**config.mk**
```make
export PLATFORM = sky130hd
export DESIGN_NAME = f_pc_queue
export DESIGN_NICKNAME = d
export VERILOG_FILES = /design/src/rtl/f_pc_queue.sv
export SDC_FILE = /design/constraint.sdc
export NUM_CORES = 1
export LEC_CHECK = 0
export ABC_AREA = 0
export BUFFER_PORTS_ARGS = -buffer_cell sky130_fd_sc_hd__buf_2
export CAP_MARGIN = 10
export CORE_ASPECT_RATIO = 1.25
export CORE_MARGIN = 1.5
export CORE_UTILIZATION = 55
export DETAILED_ROUTE_END_ITERATION = 8
export GPL_TIMING_DRIVEN = 0
export PLACE_DENSITY = 0.75
export REMOVE_ABC_BUFFERS = 1
export SLEW_MARGIN = 0
export SYNTH_ARGS = -nofsm -noshare
export SYNTH_HDL_FRONTEND = slang
export SYNTH_SLANG_ARGS = --single-unit
```
**constraint.sdc**
```tcl
create_clock -name clk -period 9.9 [get_ports clk]
set_input_delay 0.495 -clock clk [delete_from_list [all_inputs] [get_ports clk]]
set_output_delay 0.495 -clock clk [all_outputs]
set_load 0.02 [all_outputs]
```
**src/rtl/f_pc_queue.sv**
```systemverilog
// f_pc_queue: circular fetch-request queue between the npc stage and the icache request stage.
// Latency: 1 cycle from accepted push to out_valid (0 cycles through the empty-queue bypass when F_PCQ_BYPASS_EN is defined).
// Backpressure: in_ready drops when full or on g_flush and never passes through on a same-cycle pop; out_* hold while out_valid && !out_ready.
//
// Ports:
//   clk, rst (async, active high)          - clock and reset
//   g_flush                                - discard all entries; push/pop ignored this cycle
//   in_valid/in_ready, in_pc/mask/pred     - entry offered by npc stage
//   out_valid/out_ready, out_pc/mask/pred  - head entry to icache request stage
//   count_o                                - occupancy, 0..DEPTH
// Optional feature macro: F_PCQ_BYPASS_EN (empty-queue combinational bypass).

package f_pc_queue_pkg;
  typedef struct packed {
    logic        taken;
    logic [1:0]  slot;
    logic [31:0] target;
  } predict_info_t;
endpackage

module f_pc_queue
  import f_pc_queue_pkg::*;
#(
  parameter int DEPTH = 4
) (
  input  logic                     clk,
  input  logic                     rst,
  input  logic                     g_flush,
  input  logic                     in_valid,
  output logic                     in_ready,
  input  logic [31:0]              in_pc,
  input  logic [1:0]               in_mask,
  input  predict_info_t            in_pred,
  output logic                     out_valid,
  input  logic                     out_ready,
  output logic [31:0]              out_pc,
  output logic [1:0]               out_mask,
  output predict_info_t            out_pred,
  output logic [$clog2(DEPTH):0]   count_o
);

  localparam int IW = $clog2(DEPTH);
  localparam int PW = IW + 1;

  typedef struct packed {
    logic [31:0]   pc;
    logic [1:0]    mask;
    predict_info_t pred;
  } entry_t;

  // Entry storage is never reset; only the pointers define what is valid.
  entry_t mem_q [DEPTH];

  logic [PW-1:0] head_q, head_d;
  logic [PW-1:0] tail_q, tail_d;
  logic          full;
  logic          empty;
  logic          push;
  logic          pop;
  entry_t        wr_ent;
  entry_t        head_ent;
`ifdef F_PCQ_BYPASS_EN
  logic          byp;
`endif

  always_comb begin
    empty    = (head_q == tail_q);
    // Same slot index but opposite wrap bits means the tail has lapped the head.
    full     = (head_q[IW-1:0] == tail_q[IW-1:0]) && (head_q[IW] != tail_q[IW]);
    in_ready = !full && !g_flush;
    wr_ent   = '{pc: in_pc, mask: in_mask, pred: in_pred};
    head_ent = mem_q[head_q[IW-1:0]];

`ifdef F_PCQ_BYPASS_EN
    byp       = empty && in_valid && !g_flush;
    out_valid = (!empty || in_valid) && !g_flush;
    // A bypassed entry consumed in the same cycle never touches storage.
    push      = in_valid && in_ready && !(byp && out_ready);
    pop       = out_valid && out_ready && !empty;
    out_pc    = byp ? in_pc   : head_ent.pc;
    out_mask  = byp ? in_mask : head_ent.mask;
    out_pred  = byp ? in_pred : head_ent.pred;
`else
    out_valid = !empty && !g_flush;
    push      = in_valid && in_ready;
    pop       = out_valid && out_ready;
    out_pc    = head_ent.pc;
    out_mask  = head_ent.mask;
    out_pred  = head_ent.pred;
`endif

    head_d = head_q;
    tail_d = tail_q;
    if (g_flush) begin
      head_d = '0;
      tail_d = '0;
    end else begin
      if (pop)  head_d = head_q + PW'(1);
      if (push) tail_d = tail_q + PW'(1);
    end

    // Pointer difference modulo 2*DEPTH gives occupancy directly.
    count_o = tail_q - head_q;
  end

  always_ff @(posedge clk or posedge rst) begin
    if (rst) begin
      head_q <= '0;
      tail_q <= '0;
    end else begin
      head_q <= head_d;
      tail_q <= tail_d;
    end
  end

  always_ff @(posedge clk) begin
    if (push) mem_q[tail_q[IW-1:0]] <= wr_ent;
  end

endmodule

```
==> metrics.yaml <==
synthFlopType: "edfxtp_1"
pre_cts_ws_ps: 6545
path_class: "flip-flop to output pin"
die_y_um: 157.7
crit_required_ps: 9410
drc: 0
yosys.cell_types.count: 34
r2r_slack_ps: 6620
final.setup.tns_ps: 0
start_kind: "flip-flop"
total_power_mw: 3.565
cts_made_buffers: 26
finalMaxSlewViolations: 0
cts_resized: 0
switching_share_pct: 29.58
antenna_found_initial: 0
synth_seq_cells: 282
dr.pass1.iters: 5
layout_common_cells: "276 x edfxtp_1, 147 x buf_2, 69 x mux4_2, 27 x clkbuf_16, 7 x ha_1"
fmax_mhz: 303.1
design_area_um2: 12530
final_common_cell: "edfxtp_1"
hold_violations: 0
dpl_cell_area_um2: 11610
grt_pass1_vias: 5263
hold_slack_ps: 189.7
p_clk_share_pct: 29.4
grt_pass1_wl_um: 28840
critPathMaxFanout: 38
final_util_pct: 66.75
finalCriticalPeriod_ps: 3299
skew_ps: 6.979
p_sw_mw: 1.054
cts_sinks: 282
outcome: "complete, no violations"
yosysWarnings: 0
r2r_end: "mem_q[2][38]"
power.density_nw_per_um2: 284.4
drtAntennaViolNets: 0
grt_setup_unrepaired: "false"
cts-root-buf: "clkbuf_16"
ys_seq_area_share_pct: 80.12
place.gp.congestion: 0.7414
worstHoldStart: "in_pred[19]"
relSlewSlack_pct: 36.15
ir_drop_uv: 230.0
maxCapViolCount: 0
avgSynthCellArea_um2: 24.72
leakage_nw: 4.228
grt_use_total_pct: 19.12
seq_power_share_pct: 42.6
arrival_ps: 2800
r2r_cells: 7
wirelength_um: 18730
cts_buffer_depth: 3
post_drt_wl_per_cell_um: 22.38
drive_gt1_share_pct: 44.87
die_area_um2: 19990
grt_max_degree: 58
drt_iter0_drc: 406
grt_overflow: 0
initial_core_util_pct: 56.08
ios: 148
hold_path_class: "primary input to flip-flop"
rows: 56
die_w_um: 126.8
clk_pin_slew_worst_paths_ps: 60
port_buffers: 147
fp.coreArea_um2: 18780
layout_setup_ws_ps: 6601
fin_nets: 670
rr_startpoint: "head_q[1]"
end_kind: "output pin"
area_growth_pct: 19.02
post-place-cells: 791
tritoncts: "yes"
htreeDepth: 1
syn_area_um2: 10530
worstMarginPinSlew_ps: 950.9
synthCells: 426
synth_edf_count: 276
holdPathStages: 1
hold_end: "mem_q[2][19]"
via_per_inst: 5.827
num_vias: 4877
p_int_mw: 2.510
finalNonFillerCells: 837
setup_viol: 0
async_flop_share_pct: 2.128
period_share_pct: 33.33
comb_power_share_pct: 28.1
dpl.hpwl_um: 11040
clock_latency_ps: 520
[worst max-delay path, cell delays in order, from the launching register on]
cell and delay [ps]:
dfrtp_4 750, buf_12 320, inv_1 190, ha_1 410, and2_1 230, a21oi_1 190, buf_2 190
[synthesized netlist by cell type (2+ instances only)]
library cell / count / area [µm²]
a31oi_1: 2 / 12.51
a21oi_1: 5 / 25.02
nand2_1: 3 / 11.26
or4_1: 3 / 22.52
nor2_1: 2 / 7.510
ha_1: 7 / 87.58
and3_1: 5 / 31.28
nand3_1: 2 / 10.01
nand4b_1: 3 / 26.28
nor3b_1: 2 / 15.01
dfrtp_1: 6 / 150.1
clkbuf_1: 7 / 26.28
inv_1: 6 / 22.52
edfxtp_1: 276 / 8288
buf_2: 10 / 50.05
mux4_2: 69 / 1554
[worst max-delay path by stage]
| stage | start | to | depth (start not counted) | slack (ps) |
|---|---|---|---|---|
| after floorplan | head_q[0] | mem_q[2][0] | 4 | 4040 |
| after global placement | head_q[0] | mem_q[1][50] | 4 | 1710 |
| after detailed placement | head_q[0] | mem_q[3][8] | 6 | 6550 |
| after CTS | head_q[0] | count_o[2] | 6 | 6490 |
| after global routing | head_q[0] | count_o[2] | 6 | 6380 |
| final | head_q[1] | out_valid | 6 | 6600 |
[area by class of cell]
cell class              instances  area [µm²]
diodes                          1       2.502
clock buffers                  30       686.9
clock inverters                14       220.2
fillers                      1205        6243
inverters                       6       22.52
multi-input cells             118        1978
flip-flops and latches        282        8446
well taps                     232       290.3
repair buffers                154       888.4
[state kept, by name, indices dropped and copies added (netlist names)]
register	flops
head_q	3
mem_q	276
tail_q	3
[power groups by stage]
| stage | sequential (mW) | clock (mW) | combinational (mW) |
|---|---|---|---|
| floorplan | 1.57 | 0 | 0.663 |
| global placement | 1.62 | 0 | 0.951 |
| detailed placement | 1.55 | 0 | 1.01 |
| CTS | 1.52 | 1.07 | 1.01 |
| global route | 1.53 | 1.12 | 1.06 |
| finish | 1.52 | 1.05 | 1.00 |
[logic make-up (layout without fill, tap and decap cells)]
| logic type | Yosys count | in the layout | share of synthesized area (%) |
|---|---|---|---|
| simple gates | 28 | 28 | 1.948 |
| fa+ha+maj | 8 | 8 | 1.022 |
| flops | 282 | 282 | 80.12 |
| buf+inv | 26 | 204 | 1.283 |
| other cells | 0 | 1 | 0 |
| mux | 69 | 69 | 14.76 |
| xor+xnor | 2 | 2 | 0.1664 |
| compound gates | 11 | 11 | 0.7010 |
[what timing repair did]
action | in CTS | in global routing
endpoints found under the hold margin | 6 | 0
hold buffers | 1 | 0
buffers inserted | 0 | 0
[metal layers]
layer	vias up	wire [µm]	GRT usage, %
met4	0	496	6.818
li1	2145	-	-
met3	42	1146	3.684
met5	-	0	0
met1	2524	7145	24.14
met2	166	9943	33.57
(Power assumes the default switching activity.)
